===== src/rtl/zx_video_tx.sv =====
// ZX81-style mono video transmitter: PAL-like line/frame timing, composite sync,
// and a 1-bit pixel serializer fed from bytes fetched over a req/ack handshake.
module zx_video_tx #(
    parameter int LINE_LEN    = 414,
    parameter int HSYNC_START = 384,
    parameter int HSYNC_LEN   = 30,
    parameter int LINES       = 312,
    parameter int VSYNC_START = 248,
    parameter int VSYNC_LINES = 4,
    parameter int H_ACT_START = 32,
    parameter int V_ACT_START = 56
) (
    input  logic        clkvideo,
    input  logic        reset,
    input  logic        ce_pix,
    input  logic        invert,
    output logic        data_req,
    output logic [12:0] data_addr,
    input  logic        data_ack,
    input  logic [7:0]  data_in,
    output logic        csync,
    output logic        v_out,
    output logic        vblank,
    output logic        underrun
);

    localparam int HW = $clog2(LINE_LEN + 1);
    localparam int VW = $clog2(LINES + 1);

    localparam logic [HW-1:0] H_LAST = HW'(LINE_LEN - 1);
    localparam logic [HW-1:0] HS_LO  = HW'(HSYNC_START);
    localparam logic [HW-1:0] HS_HI  = HW'(HSYNC_START + HSYNC_LEN);
    localparam logic [HW-1:0] HA_LO  = HW'(H_ACT_START);
    localparam logic [HW-1:0] HA_HI  = HW'(H_ACT_START + 256);
    localparam logic [HW-1:0] HF_LO  = HW'(H_ACT_START - 8);
    localparam logic [HW-1:0] HF_HI  = HW'(H_ACT_START + 248);

    localparam logic [VW-1:0] V_LAST = VW'(LINES - 1);
    localparam logic [VW-1:0] VS_LO  = VW'(VSYNC_START);
    localparam logic [VW-1:0] VS_HI  = VW'(VSYNC_START + VSYNC_LINES);
    localparam logic [VW-1:0] VA_LO  = VW'(V_ACT_START);
    localparam logic [VW-1:0] VA_HI  = VW'(V_ACT_START + 192);

    logic [HW-1:0] r_h;
    logic [VW-1:0] r_v;
    logic          r_req;
    logic [12:0]   r_addr;
    logic          r_full;
    logic [7:0]    r_latch;
    logic [7:0]    r_shift_p0;
    logic          r_underrun;
    logic          r_csync_p1;
    logic          r_vout_p1;
    logic          r_vblank_p1;

    logic          w_hsync;
    logic          w_vsync;
    logic          w_sync_n;
    logic          w_vact;
    logic          w_hact;
    logic          w_active;
    logic [2:0]    w_hphase;
    logic [4:0]    w_col;
    logic [7:0]    w_row;
    logic          w_load_pt;
    logic          w_fetch_pt;
    logic [2:0]    w_fphase;
    logic [4:0]    w_fetch_col;
    logic          w_ack;
    logic          w_have;
    logic [7:0]    w_load_byte;
    logic [7:0]    w_shift_next;

    assign w_hsync  = (r_h >= HS_LO) && (r_h < HS_HI);
    assign w_vsync  = (r_v >= VS_LO) && (r_v < VS_HI);
    assign w_sync_n = !(w_hsync || w_vsync);

    assign w_vact   = (r_v >= VA_LO) && (r_v < VA_HI);
    assign w_hact   = (r_h >= HA_LO) && (r_h < HA_HI);
    assign w_active = w_vact && w_hact;

    assign w_hphase = 3'(r_h - HA_LO);
    assign w_col    = 5'((r_h - HA_LO) >> 3);
    assign w_row    = 8'(r_v - VA_LO);

    // Fetch points lead the load points by one byte time, so each request has
    // eight pixels to be answered before its byte is due in the shifter.
    assign w_fphase    = 3'(r_h - HF_LO);
    assign w_fetch_col = 5'((r_h - HF_LO) >> 3);
    assign w_fetch_pt  = w_vact && (r_h >= HF_LO) && (r_h < HF_HI) && (w_fphase == 3'd0);
    assign w_load_pt   = w_active && (w_hphase == 3'd0);

    assign w_ack       = r_req && data_ack;
    assign w_have      = r_full || w_ack;
    assign w_load_byte = r_full ? r_latch : data_in;

    always_comb begin
        w_shift_next = r_shift_p0;
        if (w_load_pt) begin
            w_shift_next = w_have ? w_load_byte : 8'h00;
        end else if (w_active) begin
            w_shift_next = {r_shift_p0[6:0], 1'b0};
        end
    end

    // Stage p0: counters, handshake, byte latch and shifter
    always_ff @(posedge clkvideo) begin
        if (reset) begin
            r_h         <= '0;
            r_v         <= '0;
            r_req       <= 1'b0;
            r_addr      <= '0;
            r_full      <= 1'b0;
            r_shift_p0  <= 8'h00;
            r_underrun  <= 1'b0;
            r_csync_p1  <= 1'b1;
            r_vout_p1   <= 1'b0;
            r_vblank_p1 <= 1'b1;
        end else begin
            if (w_ack) begin
                r_full <= 1'b1;
                r_req  <= 1'b0;
            end
            if (ce_pix) begin
                if (r_h == H_LAST) begin
                    r_h <= '0;
                    r_v <= (r_v == V_LAST) ? '0 : r_v + 1'b1;
                end else begin
                    r_h <= r_h + 1'b1;
                end

                r_shift_p0 <= w_shift_next;

                // A load point consumes the latch (or a same-clock ack) and
                // retires whatever request was still pending for this column.
                if (w_load_pt) begin
                    r_full <= 1'b0;
                    r_req  <= 1'b0;
                    if (!w_have) begin
                        r_underrun <= 1'b1;
                    end
                end
                if (w_fetch_pt) begin
                    r_req  <= 1'b1;
                    r_addr <= {w_row, w_fetch_col};
                end

                // Stage p1: outputs, one pixel behind the counters
                r_csync_p1  <= w_sync_n;
                r_vblank_p1 <= !w_vact;
                r_vout_p1   <= w_active && (w_shift_next[7] ^ invert);
            end
        end
    end

    always_ff @(posedge clkvideo) begin
        if (w_ack) begin
            r_latch <= data_in;
        end
    end

    assign data_req  = r_req;
    assign data_addr = r_addr;
    assign csync     = r_csync_p1;
    assign v_out     = r_vout_p1;
    assign vblank    = r_vblank_p1;
    assign underrun  = r_underrun;

endmodule


===== config.mk =====
export PLATFORM = sky130hd
export DESIGN_NAME = zx_video_tx
export DESIGN_NICKNAME = d
export VERILOG_FILES = /design/src/rtl/zx_video_tx.sv
export SDC_FILE = /design/constraint.sdc
export NUM_CORES = 1
export LEC_CHECK = 0
export CAP_MARGIN = 20
export CORE_MARGIN = 2
export CORE_UTILIZATION = 50
export DETAILED_ROUTE_END_ITERATION = 6
export GPL_ROUTABILITY_DRIVEN = 0
export HOLD_SLACK_MARGIN = 0.12
export PLACE_DENSITY = 0.74
export SETUP_SLACK_MARGIN = 0.15
export SYNTH_ARGS = -nofsm -noshare
export SYNTH_HDL_FRONTEND = slang
export SYNTH_SLANG_ARGS = --single-unit

===== constraint.sdc =====
create_clock -name clkvideo -period 3.45 [get_ports clkvideo]
set_input_delay 0.345 -clock clkvideo [delete_from_list [all_inputs] [get_ports clkvideo]]
set_output_delay 0.345 -clock clkvideo [all_outputs]
set_load 0.05 [all_outputs]

# Word-level counts from Yosys, hierarchy flattened
# Index checks and enable logic that the tools add are counted.
# Widths: inputs -> output; s select.
dict set report op_classes {
  order_cmp 10
  n_addsub 5
  bitwise_logic 2
  n_reduce_logical 22
  eq_ne 2
  n_div 0
  multipliers 0
  shifts 0
  muxes 13
}
# op count
set ops {}
lappend ops {{$mux 8} 4}
lappend ops {{$lt 9x9->1 const B} 3}
lappend ops {{$add 9x1->9 const B} 2}
lappend ops {{$eq 9x9->1 const B} 2}
lappend ops {{$ge 9x6->1 const B} 2}
lappend ops {{$lt 9x8->1 const B} 2}
lappend ops {{$mux 9} 2}
lappend ops {{$logic_and 1x1->1} 11}
lappend ops {{$ge 9x5->1 const B} 1}
lappend ops {{$ge 9x8->1 const B} 1}
lappend ops {{$ge 9x9->1 const B} 1}
lappend ops {{$sub 8x5->8 const B} 1}
lappend ops {{$sub 8x6->8 const B} 1}
lappend ops {{$mux 1} 7}
lappend ops {{$logic_not 3->1} 2}
lappend ops {{$reduce_and 2->1} 3}
lappend ops {{$reduce_and 3->1} 1}
lappend ops {{$sub 3x1->3 const B} 1}
lappend ops {{$logic_not 1->1} 2}
lappend ops {{$logic_or 1x1->1} 2}
lappend ops {{$reduce_bool 2->1} 1}
lappend ops {{$not 1->1} 1}
lappend ops {{$xor 1x1->1} 1}
dict set report totals {
  latchBits 0
  reg_bits 53
  memories 0
  word_cells 66
  romBits 0
  ram_bits 0
  inputBits 13
}

# Longest topological paths before layout
# Gate-level depths: netlist of the first run.
dict set report logic_depth {
  depth_word 7
  mapped_depth 9
  depth_no_buf 7
}

# Least setup slack after synthesis of the first run
# OpenSTA, ideal clock, no wires.
dict set report synth_timing {
  path_type {reg2reg}
  startpoint {reg r_req, in the netlist data_req}
  endpoint {reg r_vout_p1, in the netlist v_out}
  period_less_slack_ps 1741
  arrival_ps 1653
  path_stages_with_launch 7
  path_slack_ps 1709
  t_required_ps 3362
  n_path_buf 1
  path_cell_list {dfxtp_1 > and2_1 > buf_2 > nand3b_1 > a31oi_1 > xnor2_1 > o32ai_2}
}
dict set report synth_between {
  elab_chain_cells 6
}
# element line_no
set synth_rtl {}
lappend synth_rtl {{start: declaration} 46} ;# logic r_req;
lappend synth_rtl {{start signal: assignment} 111} ;# r_req <= 1'b0;
lappend synth_rtl {{start signal: assignment} 122} ;# r_req <= 1'b0;
lappend synth_rtl {{start signal: assignment} 138} ;# r_req <= 1'b0;
lappend synth_rtl {{$logic_and 1x1->1} 93} ;# assign w_ack = r_req && data_ack;
lappend synth_rtl {{named net w_ack} 69} ;# logic w_ack;
lappend synth_rtl {{$logic_or 1x1->1} 94} ;# assign w_have = r_full || w_ack;
lappend synth_rtl {{$mux 8} 100} ;# w_shift_next = w_have ? w_load_byte : 8'h00;
lappend synth_rtl {{$mux 8} 99} ;# if (w_load_pt) begin
lappend synth_rtl {{$xor 1x1->1} 151} ;# r_vout_p1 <= w_active && (w_shift_next[7] ^ invert);
lappend synth_rtl {{$logic_and 1x1->1} 151}
lappend synth_rtl {{end signal: assignment} 151}
lappend synth_rtl {{end: declaration} 53} ;# logic r_vout_p1;
# The timed path passes the listed nets, and every way through them passes these cells.
# A chain may end at the register's enable or synchronous reset.

# Worst setup path after layout of the first run
dict set report layout_timing {
  startpoint {in ce_pix}
  endpoint {reg r_addr[6], in the netlist data_addr[6]}
}
dict set report layout_between {
  elab_chain_cells 1
}
# element line_no
set layout_rtl {}
lappend layout_rtl {{start: declaration} 15} ;# input logic ce_pix,
lappend layout_rtl {{$reduce_and 2->1 (no line)} n/a}
lappend layout_rtl {{end signal: assignment} 145} ;# r_addr <= {w_row, w_fetch_col};
lappend layout_rtl {{end: declaration} 47} ;# logic [12:0] r_addr;
# Every way passes these cells.

==> results of run 1 <==
==> synth_stat cells, types with 3 or more instances <==
cell type / count
buf_6: 4
nand4_1: 6
nand2_1: 29
a211oi_2: 3
xor2_1: 12
edfxtp_1: 8
buf_2: 4
mux2i_1: 9
nand3_1: 6
a31oi_1: 3
clkbuf_1: 8
o21ai_0: 9
xnor2_1: 9
a21oi_1: 12
inv_1: 6
dfxtp_1: 44
nor2_1: 35
o211ai_1: 12
ha_1: 6
a211oi_1: 4
==> kinds of logic (layout without fill, tap and decap cells) <==
group | count (synthesis) | count (layout) | share of synthesized area, %
multiplexers | 9 | 9 | 3.59
AO/OA/AOI/OAI | 49 | 49 | 14.0
AND/OR/NAND/NOR | 102 | 102 | 22.0
buffers and inverters | 25 | 47 | 5.29
flip-flops | 52 | 52 | 44.7
XOR/XNOR | 21 | 21 | 7.34
adder cells (fa/ha/maj) | 6 | 6 | 3.00
==> worst max-delay path: stages <==
cell,delay (ns)
clkdlybuf4s50_1,0.69
nor2b_1,0.35
nand3_1,0.17
nor3_4,0.35
buf_4,0.29
mux2i_1,0.21
nor2_1,0.06
==> flip-flops by register name, indices dropped and copies added, names as in the netlist <==
signal	cells
v_out	1
r_v	9
r_shift_p0	7
csync	1
r_h	9
data_req	1
data_addr	13
r_latch	8
vblank	1
r_full	1
underrun	1
==> layout make-up <==
class                      instances  share of cell area (%)
clock buffer                       5                    2.36
clock inverter                     3                    1.46
inverter                           6                   0.773
multi-input combinational        187                    43.0
sequential                        52                    38.5
tap                               67                    2.88
timing repair buffer              33                    11.1
==> layer usage <==
layer	vias to the layer above	share of wire, %	global-route usage (%)
met3	5	3.7	4.82
met1	875	48	25.3
met4	0	1.2	5.95
met2	29	47	31.5
li1	959	-	-
met5	-	0	0
==> metrics by stage <==
step / util (%) / power (uW) / area [um2] / hold slack, ns / std cells
floorplan: - / 678 / 2510 / 0.444 / 264
global placement: 58.6 / 705 / 2800 / 0.458 / 345
detailed placement: 58.6 / 706 / 2800 / 0.469 / 345
CTS: 60.9 / 1120 / 2910 / 0.482 / 353
global route: 60.9 / 1150 / 2910 / 0.523 / 353
finish: 60.9 / 1110 / 2910 / 0.480 / 353
==> final timing paths <==
check	to	startpoint	cells after the start	slack, ns
worst min register to register	r_shift_p0[5]	r_shift_p0[5]	2	0.48
worst max register to register	data_addr[6]	r_v[5]	6	1.21
worst max-delay path	data_addr[6]	ce_pix	7	1.14
worst min-delay path	r_shift_p0[5]	r_shift_p0[5]	2	0.48
==> report_power, final <==
| part | total [uW] | switching [uW] | internal (uW) |
|---|---|---|---|
| Clock | 418 | 203 | 215 |
| Combinational | 70.8 | 39.8 | 31.0 |
| Sequential | 621 | 3.87 | 617 |
==> impl_metrics.csv, run 1 <==
group,metric,value,unit
timing,layout_min_cycle_time,2.31,ns
timing,timing.final.ws_setup,1.14,ns
timing,relSlewSlack,50.1,%
floorplan,dieWidth,74.8,um
synth,synth_edf_count,8,
cts,cts_tree,"done",
synth,yosysTopAreaCellShare,35.1,%
setup_path,critPathKind,"in -> reg",
cts,hold_buffers,0,
synth,synth_cells,264,
timing,fmax,433,MHz
route,drc,0,
floorplan,rows,25,
cts,cts_resized,0,
timing,post-route-period-util,66.9,%
route,wl,4880,um
final_layout,final_cell_mix,"44 x dfxtp_1, 35 x nor2_1, 30 x clkdlybuf4s50_1, 29 x nand2_1",
floorplan,core,0.00479,mm2
route,first_pass_iters,4,
job,cap_violations,0,
global_route,grt_usage,19.3,%
floorplan,fp.dieH,74.8,um
placement,dp_hpwl,3440,um
synth,syn_area,0.00251,mm2
cts,clk_latency,0.31,ns
cts,clockBufferDepth,2,
global_route,antenna_found_initial,0,
floorplan,initial_utilization,52.4,%
timing,grt_setup_unrepaired,"no",
final_layout,multi_input_area,0.00125,mm2
cts,clkTransAtPathRegs,0.09,ns
final_layout,mostFrequentLayoutCell,"dfxtp_1",
timing,tightestPinTransition,0.746,ns
cts,htreeDepth,2,
setup_path,cp_max_fo,12,
route,drt_iter0_drc,150,
setup_path,cp.required,3.62,ns
timing,setup_violations,0,
route,avgRoutedWirePerCell,13.8,um
pwr,power_density,381,mW/mm2
setup_path,critPathCaptureType,"flop",
route,via_count,1868,
floorplan,dieArea,0.00559,mm2
synth,netlist_top_cells_area,"dfxtp_1 35%, edfxtp_1 9.6%, nor2_1 5.2%, nand2_1 4.3%, xor2_1 4.2%",
timing,fin_skew,0.00475,ns
route,vias_per_cell,5.29,
cts,root_buffer,"clkbuf_8",
cts,cts.sinks,52,
placement,pre_cts_slack,0.807,ns
timing,tns,0,ns
pwr,ir_drop,0.000197,V
synth,ys_seq_elements,52,
synth,syn_nets,283,
setup_path,crit_arrival,2.48,ns
hold_path,hp-class,"reg -> reg",
final_layout,insertedDiodeCount,0,
timing,hold_viol,0,
synth,synth_cell_types,47,
synth,yosysSeqAreaShare,44.7,%
cts,cts_buffers,5,
synth,yosys_warnings,0,
synth,synthArstFlopShare,0,%
global_route,grt_start_max_net_pins,20,
final_layout,fillCellCount,433,
timing,drv_slew,0,
synth,synth_area_per_cell,9.49,um2
route,antenna_left,0,
final_layout,layout.nets,304,
pwr,leakage,0.000953,uW
synth,yosys.area.top_type,"dfxtp_1",
synth,ys.flop_type,"dfxtp_1",
global_route,grt_pass1_wl,8290,um
floorplan,io_pins,31,
final_layout,synthToLayoutAreaGrowth,16.3,%
cts,post_cts_buffers,0,
final_layout,regArea,0.00112,mm2
final_layout,drive_gt1_share,9.09,%
global_route,grt_pass1_vias,1768,
global_route,grt_overflow,0,
status,outcome,"finished, final reports clean",
placement,portBuffers,30,
setup_path,startpoint_type,"primary input",
(Power assumes the default switching activity.)
==> inputs of run 2 (changes only) <==
--- a/config.mk
+++ b/config.mk
@@ -11,7 +11,7 @@
 export DETAILED_ROUTE_END_ITERATION = 6
 export GPL_ROUTABILITY_DRIVEN = 0
 export HOLD_SLACK_MARGIN = 0.12
-export PLACE_DENSITY = 0.74
+export PLACE_DENSITY = 0.77
 export SETUP_SLACK_MARGIN = 0.15
 export SYNTH_ARGS = -nofsm -noshare
 export SYNTH_HDL_FRONTEND = slang
==> constraint.sdc (replaced) <==
create_clock -name clkvideo -period 2 [get_ports clkvideo]
set_input_delay 0.2 -clock clkvideo [delete_from_list [all_inputs] [get_ports clkvideo]]
set_output_delay 0.2 -clock clkvideo [all_outputs]
set_load 0.05 [all_outputs]
==> run 2 against run 1 <==
Critical path type is now reg -> reg. Global-route usage shrank 0.21 points. Core utilization grew 2.6 points. First-iteration DRC count shrank 36%. Non-clock buffer count grew 13. Final cell count grew 3.7%. Worst hold slack lost 0.0061 ns. Sequential share of layout area shrank 1.5 points. Die area is the same. Clock-buffer cell count is the same. Critical path depth shrank 2. Register-to-register slack lost 1.0 ns. Wire length grew 0.66%.
==> impl_metrics.csv, run 2 (synthesis gave the netlist of run 1 again) <==
group,metric,value,unit
status,outcome,"finished, final reports clean",
final_layout,post-route-util,63.5,%
setup_path,crit_path_top_delay_cell,"o41a_4",
placement,dp_hpwl,3420,um
route,vias_per_cell,5.30,
cts,clockBufferDepth,2,
placement,portBuffers,30,
global_route,grt_pass1_wl,8130,um
route,wl,4910,um
setup_path,crit_arrival,1.99,ns
floorplan,rows,25,
hold_path,hp-class,"in -> reg",
final_layout,mostFrequentLayoutCell,"dfxtp_1",
timing,tightestPinTransition,0.496,ns
timing,fmax,558,MHz
timing,post-route-period-util,89.6,%
timing,hold_viol,0,
route,drc,0,
final_layout,final_cell_mix,"42 x dfxtp_1, 35 x nor2_1, 30 x clkdlybuf4s50_1, 29 x nand2_1, 15 x buf_4",
route,avgRoutedWirePerCell,13.4,um
route,antenna_left,0,
setup_path,crit_buf_inv,1,
floorplan,core,0.00479,mm2
cts,clkTransAtPathRegs,0.09,ns
route,drt_iter0_drc,96,
timing,relSlewSlack,66.6,%
setup_path,cp.required,2.20,ns
setup_path,path_cells,"o41a_4 > nor3_4 > buf_4 > mux2i_1 > nor2_1",
timing,setup_violations,0,
timing,grt_setup_unrepaired,"yes",
route,first_pass_iters,4,
cts,cts_buffers,5,
final_layout,layout.nets,317,
final_layout,synthToLayoutAreaGrowth,21.3,%
global_route,grt_pass1_vias,1773,
floorplan,io_pins,31,
timing,tns,0,ns
timing,layout_min_cycle_time,1.79,ns
timing,drv_slew,0,
setup_path,path_delay_family,"compound AO/OA/AOI/OAI gates",
final_layout,multi_input_area,0.00128,mm2
pwr,ir_drop,0.000475,V
final_layout,regArea,0.00112,mm2
cts,cts.sinks,52,
pwr,power_density,627,mW/mm2
job,cap_violations,0,
cts,root_buffer,"clkbuf_8",
setup_path,critPathCaptureType,"flop",
final_layout,drive_gt1_share,13.7,%
cts,hold_buffers,0,
cts,post_cts_buffers,0,
floorplan,dieWidth,74.8,um
final_layout,fillCellCount,376,
floorplan,dieArea,0.00559,mm2
route,via_count,1940,
setup_path,cp_max_fo,11,
global_route,grt_overflow,0,
setup_path,cpPeakStageDelay,0.58,ns
pwr,finalPower,1910,uW
floorplan,initial_utilization,52.4,%
timing,fin_skew,0.00494,ns
final_layout,largest_reg_flops,13,
cts,clk_latency,0.31,ns
global_route,grt_start_max_net_pins,18,
final_layout,insertedDiodeCount,0,
setup_path,startpoint_type,"flop",
pwr,leakage,0.00104,uW
global_route,antenna_found_initial,0,
cts,htreeDepth,2,
cts,cts_tree,"done",
floorplan,fp.dieH,74.8,um
global_route,grt_usage,19.1,%
setup_path,critPathKind,"reg -> reg",
run 2: final cells by class:
| class | instances | area share (%) |
|---|---|---|
| clock inverters | 3 | 1.24 |
| clock buffers | 5 | 2.26 |
| multi-input cells | 187 | 42.1 |
| well taps | 67 | 2.76 |
| repair buffers | 46 | 14.0 |
| flip-flops and latches | 52 | 37.0 |
| inverters | 6 | 0.741 |
run 2: routing by layer:
layer / track usage (%) / wire length [um] / vias to the layer above
met3: 4.69 / 292 / 8
met2: 29.7 / 2220 / 55
li1: - / - / 989
met5: 0 / 0 / -
met4: 6.55 / 70 / 0
met1: 26.0 / 2320 / 888
run 2: timing repair:
item	CTS	global route
endpoints found under the hold margin	0	0
gates resized for setup	2	5
setup endpoints to repair	3	16
run 2: power breakdown:
part	internal [uW]	switching (uW)
clock network	365	337
logic	59.9	72.8
registers	1060	7.44
run 2: metrics by stage:
stage,hold WS [ns],setup slack [ns],instance area [um2],std cells
finish,0.474,0.208,3040,366
CTS,0.469,0.196,3010,366
detailed placement,0.470,0.127,2900,358
global route,0.464,0.121,3040,366
floorplan,0.299,0.259,2510,264
global placement,0.460,0.0759,2900,358
run 2: worst paths after layout:
path	start	to	slack [ns]	cells past startpoint
worst max-delay path	r_v[0]	data_addr[7]	0.21	5
worst max register to register	r_v[0]	data_addr[7]	0.21	5
worst min-delay path	data_in[0]	r_latch[0]	0.47	1
worst min register to register	r_shift_p0[4]	r_shift_p0[4]	0.48	2
==> inputs of run 3 (changes only) <==
==> constraint.sdc (replaced) <==
create_clock -name clkvideo -period 2 [get_ports clkvideo]
set_input_delay 0.4 -clock clkvideo [delete_from_list [all_inputs] [get_ports clkvideo]]
set_output_delay 0.4 -clock clkvideo [all_outputs]
set_load 0.05 [all_outputs]
==> run 3 against run 2 <==
Total power rose by 1.2%. Critical path type unchanged. Critical path depth grew 1. Via count increased by 2.6%. Fmax increased by 1.9%. Setup slack better by 0.033 ns. Core utilization is 1.3 points higher. First-iteration DRC count rose by 27%.
==> impl_metrics.csv, run 3 (synthesis gave the netlist of run 1 again) <==
group,metric,value,unit
pwr,ir_drop,0.000348,V
final_layout,insertedDiodeCount,0,
final_layout,largest_reg_flops,13,
floorplan,initial_utilization,52.4,%
timing,timing.final.ws_setup,0.241,ns
route,avgRoutedWirePerCell,13.5,um
setup_path,r2r_cells,6,
route,drc,0,
cts,cts_tree,"done",
placement,place_area,0.00297,mm2
cts,clockBufferDepth,2,
cts,cts_buffers,5,
global_route,grt_pass1_wl,8170,um
cts,root_buffer,"clkbuf_8",
setup_path,cp_max_fo,20,
final_layout,layout.nets,325,
setup_path,critPathCaptureType,"flop",
global_route,grt_pass1_vias,1815,
global_route,grt_usage,19.3,%
setup_path,cp.required,2.20,ns
cts,cts.sinks,52,
timing,tightestPinTransition,0.566,ns
setup_path,reg2reg_from,"r_v[3]",
global_route,grt_overflow,0,
floorplan,io_pins,31,
cts,hold_buffers,0,
route,antenna_left,0,
placement,pre_cts_slack,-0.0950,ns
floorplan,dieArea,0.00559,mm2
global_route,grt_start_max_net_pins,25,
hold_path,hp-class,"reg -> reg",
placement,portBuffers,30,
timing,fmax,569,MHz
timing,fin_skew,0.0138,ns
final_layout,finalInstanceArea,0.00310,mm2
final_layout,drive_gt1_share,16.3,%
floorplan,dieWidth,74.8,um
route,via_count,1991,
floorplan,core,0.00479,mm2
timing,grt_setup_unrepaired,"yes",
cts,clkTransAtPathRegs,0.09,ns
setup_path,crit_arrival,1.96,ns
route,first_pass_iters,4,
timing,setup_violations,0,
setup_path,regToRegEndpoint,"data_addr[1]",
setup_path,r2r_slack,0.24,ns
route,drt_iter0_drc,122,
setup_path,startpoint,"r_v[3]",
global_route,antenna_found_initial,0,
floorplan,rows,25,
timing,drv_slew,0,
hold_path,min_from,"r_shift_p0[1]",
cts,htreeDepth,2,
timing,post-route-period-util,87.9,%
final_layout,final_cell_mix,"42 x dfxtp_1, 35 x nor2_1, 29 x nand2_1, 21 x buf_4, 18 x dlygate4sd2_1",
setup_path,path_cells,"nand3_2 > o41a_4 > nor3_4 > buf_12 > mux2i_1 > nor2_1",
timing,hold_viol,0,
setup_path,critPathKind,"reg -> reg",
setup_path,startpoint_type,"flop",
setup_path,endpoint,"data_addr[1]",
final_layout,mostFrequentLayoutCell,"dfxtp_1",
placement,dp_hpwl,3560,um
job,cap_violations,0,
cts,clk_latency,0.32,ns
pwr,leakage,0.00117,uW
timing,layout_min_cycle_time,1.76,ns
status,outcome,"finished, final reports clean",
route,vias_per_cell,5.32,
setup_path,cpPeakStageDelay,0.43,ns
floorplan,fp.dieH,74.8,um
final_layout,synthToLayoutAreaGrowth,23.7,%
pwr,power_density,622,mW/mm2
setup_path,crit_path_top_delay_cell,"o41a_4",
timing,tns,0,ns
timing,relSlewSlack,61.9,%
route,wl,5060,um
## run 3: cell types whose count changed in the layout (fill, tap and decap cells not counted), moves of 2 or more
cell and delta:
buf_4 +6, dlygate4sd2_1 +18, clkinv_1 -2, buf_12 +2
clkdlybuf4s50_1 -18
## run 3: cell type report
| class | count | area [um2] |
|---|---|---|
| inverter | 6 | 22.5 |
| clock inverter | 3 | 42.5 |
| sequential | 52 | 1120 |
| clock buffer | 5 | 68.8 |
| multi-input combinational | 187 | 1270 |
| fill | 419 | 1690 |
| tap | 67 | 83.8 |
| timing repair buffer | 54 | 487 |
## run 3: per-stage QoR
| step | cells | power (uW) | hold slack (ns) | utilization, % |
|---|---|---|---|---|
| finish | 374 | 1930 | 0.485 | 64.8 |
| global route | 374 | 2000 | 0.504 | 64.8 |
| CTS | 372 | 1940 | 0.483 | 63.9 |
| detailed placement | 364 | 1230 | 0.470 | 62.1 |
| global placement | 364 | 1220 | 0.459 | 62.1 |
| floorplan | 264 | 1170 | 0.451 | - |
## run 3: what timing repair did
item,in CTS,in global routing
setup buffers,0,2
resized for setup,19,5
setup endpoints to repair,25,16
## run 3: worst max-delay path: cells and delay by family, from the launching register on
family / cells / cell delay (ns)
AOI/OAI and AO/OA: 1 / 0.43
DFF: 1 / 0.41
and+or+nand+nor: 3 / 0.41
muxes: 1 / 0.20
buffers and inverters: 1 / 0.19
## run 3: worst min-delay path by stage
stage | end | slack, ns | cells after the start
after floorplan | r_shift_p0[1] | 0.45 | 2
after global placement | r_shift_p0[5] | 0.46 | 2
after detailed placement | r_shift_p0[3] | 0.47 | 2
after CTS | r_shift_p0[3] | 0.48 | 2
after global routing | data_req | 0.50 | 2
final | r_shift_p0[1] | 0.48 | 2
## run 3: power by group
part	total [uW]	leakage, uW	switching, uW	internal, uW
logic	133	0.000684	72.8	59.9
registers	1070	0.000428	8.14	1060
clock network	724	0.0000541	354	371
## run 3: routing by layer
| layer | up-vias | global-route usage, % | wire, um |
|---|---|---|---|
| met2 | 43 | 30.2 | 2350 |
| li1 | 1004 | - | - |
| met3 | 10 | 4.82 | 254 |
| met1 | 934 | 25.4 | 2360 |
| met5 | - | 0 | 0 |
| met4 | 0 | 8.53 | 96 |
